--- src/rtl/muldiv_pkg.sv ---
// rtl/muldiv_pkg.sv - shared op encoding and FSM state types for the HI/LO multiply/divide unit
package muldiv_pkg;

    typedef enum logic [1:0] {
        OP_MULTU = 2'b00,
        OP_DIVU  = 2'b01,
        OP_MULT  = 2'b10,
        OP_DIV   = 2'b11
    } muldiv_op_e;

    typedef enum logic [1:0] {
        ST_IDLE = 2'd0,
        ST_RUN  = 2'd1,
        ST_FIX  = 2'd2
    } muldiv_state_e;

    function automatic logic op_is_div(input muldiv_op_e op);
        return op[0];
    endfunction

    function automatic logic op_is_signed(input muldiv_op_e op);
        return op[1];
    endfunction

endpackage

--- src/rtl/muldiv_step.sv ---
// rtl/muldiv_step.sv - one combinational iteration: shift-add multiply or restoring-divide step
module muldiv_step #(
    parameter int WIDTH = 32
) (
    input  logic                 is_div,
    input  logic [2*WIDTH-1:0]   acc,
    input  logic [WIDTH-1:0]     opnd,
    output logic [2*WIDTH-1:0]   acc_next
);

    logic [WIDTH:0] mul_sum;
    logic [WIDTH:0] rem_sh;
    logic [WIDTH:0] diff;
    logic           fits;

    // Multiply: acc = {partial product, remaining multiplier bits}, shifted right each step.
    // Divide:   acc = {partial remainder, dividend bits / quotient bits}, shifted left each step.
    always_comb begin
        mul_sum  = {1'b0, acc[2*WIDTH-1:WIDTH]} + (acc[0] ? {1'b0, opnd} : '0);
        rem_sh   = {acc[2*WIDTH-1:WIDTH], acc[WIDTH-1]};
        diff     = rem_sh - {1'b0, opnd};
        fits     = (rem_sh >= {1'b0, opnd});
        acc_next = {mul_sum, acc[WIDTH-1:1]};
        if (is_div) begin
            // A zero divisor always fits, giving an all-ones quotient and the dividend as remainder.
            if (fits) begin
                acc_next = {diff[WIDTH-1:0], acc[WIDTH-2:0], 1'b1};
            end else begin
                acc_next = {rem_sh[WIDTH-1:0], acc[WIDTH-2:0], 1'b0};
            end
        end
    end

endmodule

--- src/rtl/muldiv_ctrl.sv ---
// rtl/muldiv_ctrl.sv - iterative HI/LO multiply/divide controller; MULDIV_SIGNED_EN enables MULT/DIV sign handling
module muldiv_ctrl
    import muldiv_pkg::*;
#(
    parameter int WIDTH = 32
) (
    input  logic             clk,
    input  logic             rst,
    input  logic             start,
    input  logic [1:0]       op,
    input  logic [WIDTH-1:0] a,
    input  logic [WIDTH-1:0] b,
    input  logic             flush,
    input  logic             rd_req,
    input  logic [1:0]       hilo_we,
    input  logic [WIDTH-1:0] hilo_wdata,
    output logic             busy,
    output logic             stall,
    output logic             done,
    output logic [WIDTH-1:0] hi,
    output logic [WIDTH-1:0] lo
);

    localparam int CNT_W = $clog2(WIDTH) + 1;

`ifdef MULDIV_SIGNED_EN
    localparam logic SIGNED_EN = 1'b1;
`else
    localparam logic SIGNED_EN = 1'b0;
`endif

    muldiv_state_e       state_q;
    logic [CNT_W-1:0]    cnt_q;
    logic [2*WIDTH-1:0]  acc_q;
    logic [WIDTH-1:0]    opnd_q;
    logic                is_div_q;
    logic                neg_q;
    logic                rem_neg_q;

    logic                signed_op;
    logic [WIDTH-1:0]    a_mag;
    logic [WIDTH-1:0]    b_mag;
    logic [2*WIDTH-1:0]  acc_next;
    logic [2*WIDTH-1:0]  prod_fix;
    logic [WIDTH-1:0]    quo_fix;
    logic [WIDTH-1:0]    rem_fix;
    logic [WIDTH-1:0]    fix_hi;
    logic [WIDTH-1:0]    fix_lo;

    // The datapath always works on magnitudes; sign is restored in FIX.
    always_comb begin
        signed_op = SIGNED_EN & op_is_signed(muldiv_op_e'(op));
        a_mag     = (signed_op && a[WIDTH-1]) ? -a : a;
        b_mag     = (signed_op && b[WIDTH-1]) ? -b : b;
    end

    muldiv_step #(
        .WIDTH (WIDTH)
    ) u_step (
        .is_div   (is_div_q),
        .acc      (acc_q),
        .opnd     (opnd_q),
        .acc_next (acc_next)
    );

    always_comb begin
        prod_fix = neg_q ? -acc_q : acc_q;
        quo_fix  = neg_q ? -acc_q[WIDTH-1:0] : acc_q[WIDTH-1:0];
        rem_fix  = rem_neg_q ? -acc_q[2*WIDTH-1:WIDTH] : acc_q[2*WIDTH-1:WIDTH];
        fix_hi   = is_div_q ? rem_fix : prod_fix[2*WIDTH-1:WIDTH];
        fix_lo   = is_div_q ? quo_fix : prod_fix[WIDTH-1:0];
    end

    always_comb begin
        busy  = (state_q != ST_IDLE);
        stall = busy && (start || rd_req || (hilo_we != 2'b00));
        done  = (state_q == ST_FIX) && !flush;
    end

    always_ff @(posedge clk or posedge rst) begin
        if (rst) begin
            state_q   <= ST_IDLE;
            cnt_q     <= '0;
            acc_q     <= '0;
            opnd_q    <= '0;
            is_div_q  <= 1'b0;
            neg_q     <= 1'b0;
            rem_neg_q <= 1'b0;
            hi        <= '0;
            lo        <= '0;
        end else begin
            case (state_q)
                ST_IDLE: begin
                    if (hilo_we[1]) hi <= hilo_wdata;
                    if (hilo_we[0]) lo <= hilo_wdata;
                    if (start && !flush) begin
                        state_q   <= ST_RUN;
                        cnt_q     <= '0;
                        acc_q     <= {{WIDTH{1'b0}}, a_mag};
                        opnd_q    <= b_mag;
                        is_div_q  <= op_is_div(muldiv_op_e'(op));
                        neg_q     <= signed_op & (a[WIDTH-1] ^ b[WIDTH-1]);
                        rem_neg_q <= signed_op & a[WIDTH-1];
                    end
                end
                ST_RUN: begin
                    if (flush) begin
                        state_q <= ST_IDLE;
                    end else begin
                        acc_q <= acc_next;
                        cnt_q <= cnt_q + 1'b1;
                        if (cnt_q == CNT_W'(WIDTH - 1)) state_q <= ST_FIX;
                    end
                end
                ST_FIX: begin
                    state_q <= ST_IDLE;
                    if (!flush) begin
                        hi <= fix_hi;
                        lo <= fix_lo;
                    end
                end
                default: state_q <= ST_IDLE;
            endcase
        end
    end

endmodule

--- config.mk ---
export PLATFORM = sky130hd
export DESIGN_NAME = muldiv_ctrl
export DESIGN_NICKNAME = d
export VERILOG_FILES = /design/src/rtl/muldiv_pkg.sv /design/src/rtl/muldiv_step.sv /design/src/rtl/muldiv_ctrl.sv
export SDC_FILE = /design/constraint.sdc
export NUM_CORES = 1
export LEC_CHECK = 0
export ABC_AREA = 1
export CAP_MARGIN = 10
export CELL_PAD_IN_SITES_DETAIL_PLACEMENT = 0
export CELL_PAD_IN_SITES_GLOBAL_PLACEMENT = 1
export CORE_MARGIN = 8
export CORE_UTILIZATION = 40
export DETAILED_ROUTE_END_ITERATION = 12
export PLACE_DENSITY = 0.93
export SYNTH_ARGS = -nofsm -noshare
export SYNTH_HDL_FRONTEND = slang
export SYNTH_SLANG_ARGS = --single-unit
--- constraint.sdc ---
create_clock -name clk -period 10.95 [get_ports clk]
set_input_delay 2.19 -clock clk [delete_from_list [all_inputs] [get_ports clk]]
set_output_delay 2.19 -clock clk [all_outputs]
set_load 0.05 [all_outputs]
==> results of run 1 <==
[metal layers]
metal  track usage, %  routed length [um]  part of all wire [%]  up-vias
li1                 -                   -                     -     6806
met1             32.3               21800                    47     6268
met2             38.3               20400                    44      444
met3             3.02                2760                   6.0       65
met4             7.89                1240                   2.7        0
met5                0                   0                     0        -
[cell families after synthesis]
family / after synthesis / share of synthesized area, %
and+or+nand+nor: 1131 / 35.4
buffers and inverters: 402 / 11.9
AOI/OAI and AO/OA: 278 / 12.3
DFF: 169 / 32.3
adders and majority gates: 67 / 6.51
xor gates and xnor gates: 24 / 1.60
[worst min-delay path, cell delays in order (launching register included)]
cell and delay (ps):
dfrtp_1 380, nand2_1 70, nand2_1 50
[power by group]
| part | internal [mW] | leakage (nW) | total, mW | switching, mW |
|---|---|---|---|---|
| logic | 0.677 | 5.75 | 2.04 | 1.37 |
| clock network | 0.365 | 0.295 | 0.661 | 0.296 |
| registers | 0.773 | 2.04 | 1.00 | 0.228 |
[worst paths after layout]
path | startpoint | to | slack [ps] | cells past startpoint
worst max-delay path | flush | done | 5010 | 3
worst min-delay path | opnd_q[0] | opnd_q[0] | 530 | 2
worst max register to register | acc_q[0] | acc_q[61] | 7870 | 18
worst min register to register | opnd_q[0] | opnd_q[0] | 530 | 2
max in group asynchronous | rst | is_div_q | 7020 | 3
min in group asynchronous | rst | lo[6] | 2290 | 2
[cell usage in the layout, fill, tap and decap left out, drive strengths merged, types with 5 or more instances in the layout]
master         count
a21oi             59
a31oi             65
buf               12
clkbuf            17
clkdlybuf4s50    170
clkinv             5
dfrtp            169
ha                65
inv              341
nand2            784
nand3             97
nand3b             9
nand4             29
nor2             183
nor3              18
o211ai            35
o21ai            108
o21bai             7
xnor2              7
xor2              17
[metrics by stage]
step           cells  hold slack, ps  power, mW
3_5_place_dp    2630             520       3.03
2_1_floorplan   2071             467       2.40
5_1_grt         2661             556       3.98
3_3_place_gp    2630             506       3.00
6_report        2661             527       3.70
4_1_cts         2661             537       3.69
[area by class of cell]
cell class / instances / area [um2]
fill: 3420 / 16600
clock inverter: 14 / 185
clock buffer: 17 / 425
sequential: 169 / 4230
inverter: 337 / 1270
tap: 442 / 553
multi-input combinational: 1500 / 7350
timing repair buffer: 182 / 1790
[cell usage after synthesis (all sizes together), types with 4 or more instances]
master | n | area [um2]
nand3 | 97 | 490
o21ai | 108 | 544
ha | 65 | 813
clkbuf | 50 | 188
and2 | 4 | 25.0
nor3 | 18 | 120
o211ai | 35 | 263
xor2 | 17 | 149
a31oi | 65 | 407
nor4 | 4 | 25.0
o21bai | 7 | 52.6
nand2 | 784 | 2990
nand4 | 29 | 181
xnor2 | 7 | 61.3
nor2 | 183 | 728
nand3b | 9 | 67.6
dfrtp | 169 | 4230
buf | 15 | 109
a21oi | 59 | 310
inv | 335 | 1260
[flip-flops by register name, indices dropped and copies added (netlist names)]
signal    count
state_q       2
lo           32
acc_q        64
is_div_q      1
cnt_q         6
opnd_q       32
hi           32
==> results.tsv, run 1 <==
metric	value	unit
post-layout util	48.8	%
clock skew	11.6	ps
# rows	66	
HP Class	flip-flop to flip-flop	
die area	38800	um2
vias per inst	5.10	
Vias	13600	
setup TNS	0	ps
I/O Buffers	170	
Synth Warn #	0	
GRT Overall Usage	23.7	%
Clk Latency, worst-skew pair	450	ps
H-tree depth	4	
Power Dens Cells	234	nW/um2
max incr delay on CP	840	ps
Clock transition at path regs	70	ps
period utilisation layout	54.3	%
Worst setup EP type	output port	
WL final	46.2	mm
Area growth, synth to finish	20.6	%
DRC marker count from the first detailed-route iteration	935	
mean post-synth cell area	6.33	um2
CTS tree	done	
post-route ant nets	0	
WP data arrival	3750	ps
final setup margin	5010	ps
placed inst area	15200	um2
drt pass-1 iters	5	
CTS Sinks	169	
first-pass GRT wire length	72.6	mm
Die Wd	197	um
layout cell share with drive strength beyond 1	4.28	%
CTS Buf Count	17	
Slew HR	26.1	%
VDD IR max	0.125	mV
starting density of the core	40.5	%
crit-path max FO	3	
Synth async-reset ratio	100	%
Post-Synthesis Cells	2071	
Post-synth top flop	dfrtp_1	
# DRC	0	
initial antenna violation count	0	
CTS max path bufs	2	
GPL Wtd Cong	0.988	
number of synthesized flops with an enable pin	0	
WP buf/inv	2	
largest net degree at the start of global routing	96	
delay-heaviest family, CP	buffers and inverters	
Distinct cells, synth	43	
fin area	15800	um2
Final nets	2379	
setup bufs post-CTS	0	
post_cts resized	0	
Final setup viols	0	
Post-Syn Nets	2243	
Root Buffer Master	clkbuf_16	
max-slew violation count	0	
dpl ws	5000	ps
WL/cell	17.4	um
slowest stage cell, crit path	clkdlybuf4s50_1	
CTS Hold Bufs	0	
Fmax achieved	0.168	GHz
Ant. Diodes	0	
Fin. Hold Viols	0	
core area	32400	um2
GRT overflow	0	
type of the worst setup path	primary input to output port	
# IOs	172	
Post-DP HPWL	36.7	mm
status	complete, no violations	
Period minus WS final	5940	ps
CP cell instances	clkdlybuf4s50_1 -> nor2_1 -> clkdlybuf4s50_1	
RSZ-0062 raised after global routing	no	
CP startpoint kind	primary input	
cell mode on critical path	clkdlybuf4s50_1	
vias in the first global route	13200	
Die Ht	197	um
maxcap violations	0	
FF+latch count, synth	169	
register area share after synthesis	32.3	%
P_leak	8.08	nW
Worst-Margin Slew	1110	ps
required time of the worst setup path	8760	ps
Synth Cell Area	13100	um2
Note: power is estimated with default switching activity, not from simulation.
==> run 2: changes to the inputs <==
--- a/config.mk
+++ b/config.mk
@@ -10,9 +10,9 @@
 export CELL_PAD_IN_SITES_DETAIL_PLACEMENT = 0
 export CELL_PAD_IN_SITES_GLOBAL_PLACEMENT = 1
 export CORE_MARGIN = 8
-export CORE_UTILIZATION = 40
+export CORE_UTILIZATION = 36
 export DETAILED_ROUTE_END_ITERATION = 12
-export PLACE_DENSITY = 0.93
+export PLACE_DENSITY = 0.89
 export SYNTH_ARGS = -nofsm -noshare
 export SYNTH_HDL_FRONTEND = slang
 export SYNTH_SLANG_ARGS = --single-unit
==> constraint.sdc (replaced) <==
create_clock -name clk -period 5.3 [get_ports clk]
set_input_delay 1.06 -clock clk [delete_from_list [all_inputs] [get_ports clk]]
set_output_delay 1.06 -clock clk [all_outputs]
set_load 0.05 [all_outputs]
==> results.tsv, run 2 (synthesis results as in run 1) <==
metric	value	unit	change
largest net degree at the start of global routing	170		was 96
max FFs per register	64		unchanged
Root Buffer Master	clkbuf_16		unchanged
GRT overflow	0		unchanged
CTS tree	done		unchanged
WP data arrival	2630	ps	was 3750 ps
CTS Hold Bufs	0		unchanged
Final nets	2378		was 2379
GPL Wtd Cong	0.910		was 0.988
Final setup viols	0		unchanged
die area	42800	um2	was 38800 um2
clock skew	16.8	ps	was 11.6 ps
starting density of the core	36.2	%	was 40.5%
R2R depth	18		unchanged
Slew HR	24.9	%	was 26.1%
# rows	70		was 66
period utilisation layout	69.6	%	
Worst R2R Start	acc_q[0]		unchanged
most frequent cells in the layout	774 x nand2_1, 318 x inv_1, 171 x nor2_1		unchanged
Vias	13600		about the same
Area growth, synth to finish	20.6	%	about the same
crit-path max FO	3		unchanged
first-pass GRT wire length	72.7	mm	was 72.6 mm
Post-DP HPWL	36.6	mm	was 36.7 mm
required time of the worst setup path	4240	ps	was 8760 ps
Power Dens Cells	476	nW/um2	was 234 nW/um2
Clock transition at path regs	70	ps	about the same
Fmax achieved	0.271	GHz	
fin area	15800	um2	about the same
WL final	46.4	mm	was 46.2 mm
Ant. Diodes	0		unchanged
setup TNS	0	ps	unchanged
core area	36300	um2	was 32400 um2
H-tree depth	4		unchanged
placed cells	2655		was 2630
Clk Latency, worst-skew pair	450	ps	about the same
Worst-Margin Slew	1130	ps	was 1110 ps
max-slew violation count	0		unchanged
Final Power	7.53	mW	was 3.70 mW
maxcap violations	0		unchanged
CP startpoint kind	primary input		unchanged
DRC marker count from the first detailed-route iteration	900		was 935
Hold Crit Start	cnt_q[0]		was opnd_q[0]
CTS Buf Count	17		unchanged
Die Ht	207	um	was 197 um
RSZ-0062 raised after global routing	no		unchanged
Biggest register	acc_q		unchanged
HP Class	flip-flop to flip-flop		unchanged
placed inst area	15200	um2	about the same
I/O Buffers	170		unchanged
WL/cell	17.3	um	was 17.4 um
Hold EP	cnt_q[0]		was opnd_q[0]
P_leak	8.06	nW	was 8.08 nW
GRT Overall Usage	21.7	%	was 23.7%
hold path depth	1		was 2
post_cts resized	0		unchanged
CTS max path bufs	2		unchanged
# fillers	3799		was 3420
setup bufs post-CTS	0		unchanged
# DRC	0		unchanged
type of the worst setup path	primary input to output port		unchanged
Fin. Hold Viols	0		unchanged
drt pass-1 iters	5		unchanged
commonest non-fill, non-tap cell in the layout	nand2_1		unchanged
Non-Filler Instances	2687		was 2661
Worst setup EP type	output port		unchanged
layout cell share with drive strength beyond 1	4.28	%	unchanged
Die Wd	207	um	was 197 um
post-route ant nets	0		unchanged
vias per inst	5.06		was 5.10
VDD IR max	0.220	mV	was 0.125 mV
initial antenna violation count	1		was 0
Worst R2R End	acc_q[61]		unchanged
R2R setup slack	2200	ps	was 7870 ps
CTS Sinks	169		unchanged
# IOs	172		unchanged
vias in the first global route	13200		about the same
Period minus WS final	3690	ps	
status	complete, no violations		unchanged
[run 2: final cells by class]
type	instances	area [um2]	share of cell area [%]
clock buffers	17	425	2.69
inverters	337	1270	8.02
repair buffers	181	1800	11.4
clock inverters	15	155	0.981
multi-input cells	1500	7350	46.5
flip-flops and latches	169	4230	26.8
well taps	468	586	3.70
[run 2: metal layers]
layer  up-vias  routed length, um  GRT usage (%)
li1       6788                  -              -
met1      6235              21500           29.3
met2       478              20300           34.8
met3        82               3230           3.45
met4         2               1340           8.04
met5         -                 16              0
[run 2: worst max-delay path by stage]
stage	to	slack, ps	from	cells after the start
3_5_place_dp	acc_q[9]	1490	flush	6
4_1_cts	done	1620	flush	3
3_3_place_gp	cnt_q[2]	1530	flush	7
5_1_grt	done	1590	flush	3
2_1_floorplan	acc_q[0]	2090	rst	1
6_report	done	1610	flush	3
[run 2: power by group]
group / internal, mW / total (mW) / switching [mW]
logic: 1.40 / 4.20 / 2.80
clock network: 0.628 / 1.28 / 0.649
registers: 1.60 / 2.06 / 0.461
total: 3.62 / 7.53 / 3.91
[run 2: worst max-delay path: stages]
cell and delay (ps):
clkdlybuf4s50_1 530, nor2_1 200, clkdlybuf4s50_1 840
[run 2: metrics by stage]
stage                     utilization [%]  hold slack (ps)  setup WS, ps
after global routing                 43.6              573          1590
after detailed placement             42.0              524          1490
after CTS                            43.6              540          1620
final                                43.6              532          1610
after floorplan                         -              467          2090
after global placement               42.0              506          1530
==> run 3: changes to the inputs <==
--- a/config.mk
+++ b/config.mk
@@ -10,9 +10,9 @@
 export CELL_PAD_IN_SITES_DETAIL_PLACEMENT = 0
 export CELL_PAD_IN_SITES_GLOBAL_PLACEMENT = 1
 export CORE_MARGIN = 8
-export CORE_UTILIZATION = 36
+export CORE_UTILIZATION = 40
 export DETAILED_ROUTE_END_ITERATION = 12
-export PLACE_DENSITY = 0.89
+export PLACE_DENSITY = 0.93
 export SYNTH_ARGS = -nofsm -noshare
 export SYNTH_HDL_FRONTEND = slang
 export SYNTH_SLANG_ARGS = --single-unit
==> constraint.sdc (replaced) <==
create_clock -name clk -period 3.5 [get_ports clk]
set_input_delay 0.7 -clock clk [delete_from_list [all_inputs] [get_ports clk]]
set_output_delay 0.7 -clock clk [all_outputs]
set_load 0.05 [all_outputs]
==> results.tsv, run 3 (synthesis results as in run 1) <==
metric	value	unit	change
Worst setup EP type	output port		unchanged
Die Ht	197	um	was 207 um
Final setup viols	0		unchanged
starting density of the core	40.5	%	was 36.2%
Clk Latency, worst-skew pair	450	ps	about the same
P_leak	8.14	nW	was 8.06 nW
final setup margin	599	ps	was 1610 ps
CTS max path bufs	2		unchanged
I/O Buffers	170		unchanged
vias in the first global route	13300		was 13200
Clock transition at path regs	70	ps	about the same
required time of the worst setup path	2800	ps	was 4240 ps
WL/cell	17.1	um	was 17.3 um
layout cell share with drive strength beyond 1	4.67	%	was 4.28%
CP cell instances	clkdlybuf4s50_1 -> inv_1 -> a21oi_1 -> clkdlybuf4s50_1		was clkdlybuf4s50_1 -> nor2_1 -> clkdlybuf4s50_1
WL final	45.6	mm	was 46.4 mm
status	complete, no violations		unchanged
drt pass-1 iters	5		unchanged
setup TNS	0	ps	unchanged
die area	38800	um2	was 42800 um2
Final nets	2386		was 2378
H-tree depth	4		unchanged
Fin. Hold Viols	0		unchanged
# DRC	0		unchanged
Ant. Diodes	0		unchanged
GPL Wtd Cong	0.941		was 0.910
first-pass GRT wire length	72.2	mm	was 72.7 mm
CTS Hold Bufs	0		unchanged
# rows	66		was 70
vias per inst	5.11		was 5.06
crit-path max FO	2		was 3
cell mode on critical path	clkdlybuf4s50_1		unchanged
Root Buffer Master	clkbuf_16		unchanged
Slew HR	42.7	%	was 24.9%
CP startpoint kind	primary input		unchanged
Area growth, synth to finish	21.5	%	was 20.6%
WP data arrival	2200	ps	was 2630 ps
Non-Filler Instances	2669		was 2687
Post-DP HPWL	36.4	mm	was 36.6 mm
Power Dens Cells	721	nW/um2	was 476 nW/um2
max FFs per register	64		unchanged
maxcap violations	0		unchanged
CTS tree	done		unchanged
# IOs	172		unchanged
initial antenna violation count	0		was 1
setup bufs post-CTS	0		unchanged
placed cells	2637		was 2655
post-route ant nets	0		unchanged
Period minus WS final	2900	ps	
commonest non-fill, non-tap cell in the layout	nand2_1		unchanged
Die Wd	197	um	was 207 um
dpl ws	601	ps	was 1490 ps
Biggest register	acc_q		unchanged
FF/Latch Area	4230	um2	unchanged
Vias	13600		about the same
GRT overflow	0		unchanged
max incr delay on CP	830	ps	was 840 ps
largest net degree at the start of global routing	100		was 170
# fillers	3335		was 3799
wire length on met1	21.3	mm	was 21.5 mm
slowest stage cell, crit path	clkdlybuf4s50_1		unchanged
GRT Overall Usage	23.4	%	was 21.7%
HP Class	flip-flop to flip-flop		unchanged
post_cts resized	0		unchanged
multi-input combinational cell area	7350	um2	unchanged
period utilisation layout	82.9	%	
Fmax achieved	0.345	GHz	
clock skew	18.0	ps	was 16.8 ps
uppermost layer routed	met4		was met5
Routed met2 length	20.3	mm	about the same
Worst-Margin Slew	859	ps	was 1130 ps
max-slew violation count	0		unchanged
core area	32400	um2	was 36300 um2
RSZ-0062 raised after global routing	no		unchanged
CTS Sinks	169		unchanged
CTS Buf Count	17		unchanged
VDD IR max	0.375	mV	was 0.220 mV
DRC marker count from the first detailed-route iteration	1029		was 900
type of the worst setup path	primary input to output port		unchanged
most frequent cells in the layout	774 x nand2_1, 318 x inv_1, 171 x nor2_1		unchanged
met3 WL	2.92	mm	was 3.23 mm
==> run 3: report_power, final <==
| part | internal, mW | switching [mW] | total (mW) | leakage (nW) |
|---|---|---|---|---|
| Combinational | 2.15 | 4.26 | 6.41 | 5.80 |
| Clock | 1.03 | 0.958 | 1.98 | 0.298 |
| Sequential | 2.42 | 0.669 | 3.09 | 2.04 |
| Total | 5.59 | 5.89 | 11.5 | 8.14 |
==> run 3: cell type report <==
class,count,share of cell area [%]
Timing Repair Buffer,189,12.0
Inverter,337,7.97
Multi-Input combinational cell,1500,46.2
Sequential cell,169,26.6
Tap cell,442,3.47
Clock inverter,15,1.11
Clock buffer,17,2.67
==> run 3: critical path: cells and delay by family <==
| family | cells | cell delay, ps |
|---|---|---|
| buf+inv | 3 | 1350 |
| compound gates | 1 | 150 |
==> run 3: stage by stage <==
stage               utilization, %  hold WS [ps]  cell area (um2)  power (mW)
CTS                           49.2           527            15900        11.5
floorplan                        -           467            13100        7.51
global placement              47.3           509            15300        9.37
finish                        49.2           532            15900        11.5
global route                  49.2           561            15900        12.4
detailed placement            47.3           517            15300        9.45
==> run 3: worst paths after layout <==
| kind | from | endpoint | slack, ps | depth (start not counted) |
|---|---|---|---|---|
| max in group asynchronous | rst | acc_q[63] | 2110 | 3 |
| worst max-delay path | hilo_we[1] | stall | 600 | 4 |
| worst min register to register | cnt_q[0] | cnt_q[0] | 530 | 1 |
| worst max register to register | acc_q[43] | acc_q[32] | 640 | 14 |
| worst min-delay path | cnt_q[0] | cnt_q[0] | 530 | 1 |
| min in group asynchronous | rst | acc_q[6] | 630 | 2 |
==> run 3: routing by layer <==
metal  up-vias  GRT usage [%]
met3        62           3.13
met5         -              0
met4         0           7.33
met1      6303           31.8
met2       449           38.1
li1       6819              -
==> edit 1, RTL diff (config.mk and constraints of run 1) <==
Change the localparam `SIGNED_EN` from 1'b0 to 1'b1.
--- a/src/rtl/muldiv_ctrl.sv
+++ b/src/rtl/muldiv_ctrl.sv
@@ -26,7 +26,7 @@
 `ifdef MULDIV_SIGNED_EN
     localparam logic SIGNED_EN = 1'b1;
 `else
-    localparam logic SIGNED_EN = 1'b0;
+    localparam logic SIGNED_EN = 1'b1;
 `endif
 
     muldiv_state_e       state_q;
Check against the original RTL: no difference found for any inputs over 4 cycles, from zero or initial values and one cycle with rst high; that may be too few to reach the edited logic, so the function may still have changed.
==> edit 1 against run 1 <==
- critical path type unchanged
- clock skew is 4.7 ps higher
- cell area up 25%
- largest cell class unchanged
- wire length grew 59%
- total power up 33%
- sequential cell count is 2 higher
- area after synthesis rose by 30%
- worst setup slack gained 30 ps
- critical path depth stayed put
- fmax grew 0.51%
==> edit 1: results (changes against run 1) <==
status=complete, no violations (unchanged); drt pass-1 iters=6 (was 5); FF-to-FF Start=neg_q (was acc_q[0]); post-synth net total=3081 (was 2243); first-pass GRT wire length=111400 um (was 72590 um); Synth async-reset ratio=100.0% (unchanged); Avg WL per Cell=20.62 um (was 17.37 um); skew final=16.31 ps (was 11.60 ps); slew margin rel.=27.39% (was 26.07%); met1 Use GR=39.65% (was 32.34%); Final Net Count=3191 (was 2379); Reg2Reg Setup Slack=6820 ps (was 7870 ps); Cell variety after synth=46 (was 43); number of port buffers=171 (was 170); clock latency on the worst-skew pair=470 ps (was 450 ps); GR Overflow Total=0 (unchanged); worst hold endpoint=hi[8] (was opnd_q[0]); Worst R2R End=hi[31] (was acc_q[61]); clock-pin slew on the worst setup and hold paths=70 ps (about the same); initial antenna violation count=0 (unchanged); post-synthesis sequential area ratio=25.15% (was 32.26%); gpl congestion=1.068 (was 0.9876); TritonCTS clock tree=built (unchanged); setup TNS=0 ps (unchanged); total track usage=28.89% (was 23.67%); H-tree Lvls=4 (unchanged); post-cts sizing count=0 (unchanged); GR Util met3=4.636% (was 3.015%); number of global-route vias before repair=18980 (was 13200); reg2reg path depth=10 (was 18); Leak=0.009517 uW (was 0.008082 uW); Worst Path Max Fanout=3 (unchanged); max reg flops=64 (unchanged); Hold Crit Class=flip-flop to flip-flop (unchanged); ant diodes=0 (unchanged); Cell Area, Placed=0.01914 mm^2 (was 0.01520 mm^2); Synth Warn #=0 (unchanged); hold path startpoint=hi[8] (was opnd_q[0]); largest net degree at the start of global routing=69 (was 96); Worst VDD drop=0.09607 mV (was 0.1251 mV); Die W=222.2 um (was 197.0 um); Top reg by flops=acc_q (unchanged); Post-DP HPWL=59240 um (was 36670 um); Arrival @ worst endpoint=3720 ps (was 3750 ps); layout cells sized above 1=3.071% (was 4.281%); largest cells by area after synthesis=dfrtp_1, nand2_1, nor2_1, nand3_1, inv_1 (was dfrtp_1, nand2_1, inv_1, ha_1, nor2_1); CTS Buf Count=17 (unchanged); met2 GRT Util=44.25% (was 38.30%); commonest cells in the synthesized netlist=nand2_1, nor2_1, inv_1, nand3_1, a21oi_1 (was nand2_1, inv_1, nor2_1, dfrtp_1, o21ai_0); Via density=5.651 (was 5.104); setup bufs post-CTS=0 (unchanged); Initial DRC Count=2523 (was 935)
## edit 1: how the worst max path moves through the flow
stage	from	end	cells past startpoint
after floorplan	rst	acc_q[0]	1
after global placement	start	stall	4
after detailed placement	flush	done	3
after CTS	flush	done	3
after global routing	flush	done	3
final	flush	done	3
## edit 1: cells by family after synthesis
group / Yosys count / share of synthesized area [%]
AO/OA/AOI/OAI: 541 / 16.99
XOR/XNOR: 42 / 2.162
adder cells (fa/ha/maj): 71 / 5.310
buffers and inverters: 461 / 10.46
flip-flops: 171 / 25.15
AND/OR/NAND/NOR: 1619 / 39.93
## edit 1: area by class of cell
cell class              instances  area (um^2)
inverters                     366         1385
clock inverters                13        156.4
well taps                     539        674.4
flip-flops and latches        171         4280
clock buffers                  19        432.9
fillers                      4498        22220
repair buffers                186         1824
multi-input cells            2273        10980
## edit 1: critical path: stages
cell and delay [ps]:
clkdlybuf4s50_1 500, nor2_1 200, clkdlybuf4s50_1 840
## edit 1: layer usage
layer,wire (um),vias up
li1,-,9695
met3,6564,150
met4,3315,0
met5,0,-
met1,32120,9309
met2,31560,1003
## edit 1: power by group
group | switching [uW] | total [uW] | internal, uW | leakage (uW)
Sequential | 357 | 1150 | 789 | 0.00203
Clock | 302 | 646 | 344 | 0.000286
Combinational | 2190 | 3130 | 940 | 0.00720
## edit 1: through the flow
step / cells / util (%) / total power [uW] / setup WS (ps) / hold slack, ps
2_1_floorplan: 2905 / - / 3101 / 4128 / 474.2
3_3_place_gp: 3535 / 45.63 / 4154 / 5031 / 503.4
3_5_place_dp: 3535 / 45.63 / 4183 / 5055 / 516.7
4_1_cts: 3567 / 47.04 / 4836 / 5046 / 532.1
5_1_grt: 3567 / 47.04 / 5259 / 5010 / 553.5
6_report: 3567 / 47.04 / 4926 / 5036 / 527.0
==> edit 2, RTL diff (config.mk and constraints of run 1) <==
Without the edit above. The 3 states of `muldiv_state_e` get a one-hot encoding in 3 bits.
--- a/src/rtl/muldiv_pkg.sv
+++ b/src/rtl/muldiv_pkg.sv
@@ -8,10 +8,10 @@
         OP_DIV   = 2'b11
     } muldiv_op_e;
 
-    typedef enum logic [1:0] {
-        ST_IDLE = 2'd0,
-        ST_RUN  = 2'd1,
-        ST_FIX  = 2'd2
+    typedef enum logic [2:0] {
+        ST_IDLE = 3'b001,
+        ST_RUN  = 3'b010,
+        ST_FIX  = 3'b100
     } muldiv_state_e;
 
     function automatic logic op_is_div(input muldiv_op_e op);
Behaviour: same outputs for any inputs over 4 cycles, from zero or initial values and one cycle with rst high; so few cycles prove little.
==> edit 2 against run 1 <==
- worst setup slack improved by 24 ps
- highest routed layer unchanged
- sequential power rose by 10%
- total power rose by 14%
- wire length rose by 1.9%
- first-iteration DRC count rose by 6.8%
- utilization fell by 0.22 points
- non-clock buffer count did not move
- global-route usage rose by 0.22 points
- critical path depth rose by 1
- cell area fell by 0.20%
- area after synthesis rose by 0.42%
- sequential cell count rose by 1
- sequential share of layout area rose by 0.21 points
==> edit 2: results (changes against run 1) <==
status=complete, no violations (unchanged); Initial DRC Count=999 (was 935); largest cells by area after synthesis=dfrtp_1, nand2_1, inv_1, ha_1, nor2_1 (unchanged); skew final=14.53 ps (was 11.60 ps); post-synthesis sequential area ratio=32.33% (was 32.26%); Worst VDD drop=0.1347 mV (was 0.1251 mV); hold path startpoint=cnt_q[4] (was opnd_q[0]); gpl congestion=0.9241 (was 0.9876); crit path to=stall (was done); Cell Area, Placed=0.01520 mm^2 (about the same); post-cts sizing count=0 (unchanged); Critical Path Max Stage Delay=700 ps (was 840 ps); Post-DP HPWL=37160 um (was 36670 um); WHS=490.2 ps (was 527.3 ps); clock latency on the worst-skew pair=450 ps (about the same); Arrival @ worst endpoint=3730 ps (was 3750 ps); reg2reg path depth=17 (was 18); Worst Path Max Fanout=2 (was 3); Avg WL per Cell=17.76 um (was 17.37 um); post-synth net total=2236 (was 2243); Crit. Startpoint=hilo_we[1] (was flush); Worst R2R End=acc_q[45] (was acc_q[61]); first-pass GRT wire length=72610 um (was 72590 um); clock-pin slew on the worst setup and hold paths=70 ps (about the same); commonest cells in the synthesized netlist=nand2_1, inv_1, dfrtp_1, nor2_1, nand3_1 (was nand2_1, inv_1, nor2_1, dfrtp_1, o21ai_0); Leak=0.008225 uW (was 0.008082 uW); Final Net Count=2370 (was 2379); Reg2Reg Setup Slack=7930 ps (was 7870 ps); drt pass-1 iters=6 (was 5); Via Count=13630 (was 13580); number of global-route vias before repair=12990 (was 13200); layout cells sized above 1=3.618% (was 4.281%); total track usage=23.89% (was 23.67%); Cell variety after synth=49 (was 43); largest net degree at the start of global routing=66 (was 96); Switching Share=53.22% (was 51.02%); slew margin rel.=19.10% (was 26.07%); Hold Crit Class=flip-flop to flip-flop (unchanged)
==> edit 2: cell types whose count changed in the layout (fill, tap and decap cells not counted), moves of 5 or more <==
cell	delta
inv_1	+26
inv_2	-13
nand2_1	-27
nand3_1	+6
nor3_1	+5
o211ai_1	-32
o21ai_0	-10
o21ai_1	+6
o221ai_1	+30
xor2_1	-5
==> edit 2: kinds of logic (layout without fill, tap and decap cells) <==
family,after synthesis,after routing,synth area share [%]
DFF,170,170,32.33
AOI/OAI and AO/OA,279,279,12.57
xor gates and xnor gates,23,23,1.530
adders and majority gates,67,67,6.482
and+or+nand+nor,1108,1108,34.68
buffers and inverters,417,564,12.40
==> edit 2: worst reg2reg max path, cell delays in order (launching register included) <==
cell	delay, ps
dfrtp_1	320
buf_4	370
nand2_1	100
inv_1	60
ha_1	240
inv_1	80
fa_1	480
o21ai_2	310
nand2_1	80
nand2_1	190
nand2_1	100
nand2_1	150
nand2_1	70
nand3_1	60
nand2_1	60
inv_1	60
o21ai_0	70
o21ai_1	140
==> edit 2: power by group through the flow <==
stage	logic, uW	registers [uW]	clock network (uW)
3_5_place_dp	2480	1110	0
2_1_floorplan	1360	1420	0
4_1_cts	2490	1100	620
5_1_grt	2720	1130	646
3_3_place_gp	2450	1100	0
6_report	2490	1100	614
==> edit 2: area by class of cell <==
type / instances / area (um^2)
tap: 442 / 553.0
sequential: 170 / 4255
fill: 3420 / 16680
inverter: 350 / 1321
multi-input combinational: 1477 / 7281
timing repair buffer: 182 / 1792
clock buffer: 18 / 439.2
clock inverter: 14 / 135.1
==> edit 2: worst min-delay path by stage <==
stage | endpoint | depth (start not counted)
4_1_cts | cnt_q[4] | 1
6_report | cnt_q[4] | 1
5_1_grt | cnt_q[4] | 1
3_3_place_gp | cnt_q[4] | 1
3_5_place_dp | cnt_q[4] | 1
2_1_floorplan | cnt_q[4] | 1
==> edit 2: layer usage <==
layer  vias to the layer above  track usage [%]  share of wire [%]
li1                       6791                -                  -
met1                      6305            32.31                 46
met2                       484            39.58                 45
met3                        46            3.254                6.7
met4                         0            6.325                2.1
met5                         -                0                  0
==> edit 2: metrics by stage <==
step	instances	worst slack, ps
floorplan	2064	4158
global placement	2621	4987
detailed placement	2621	5015
CTS	2653	5019
global route	2653	4930
finish	2653	5030
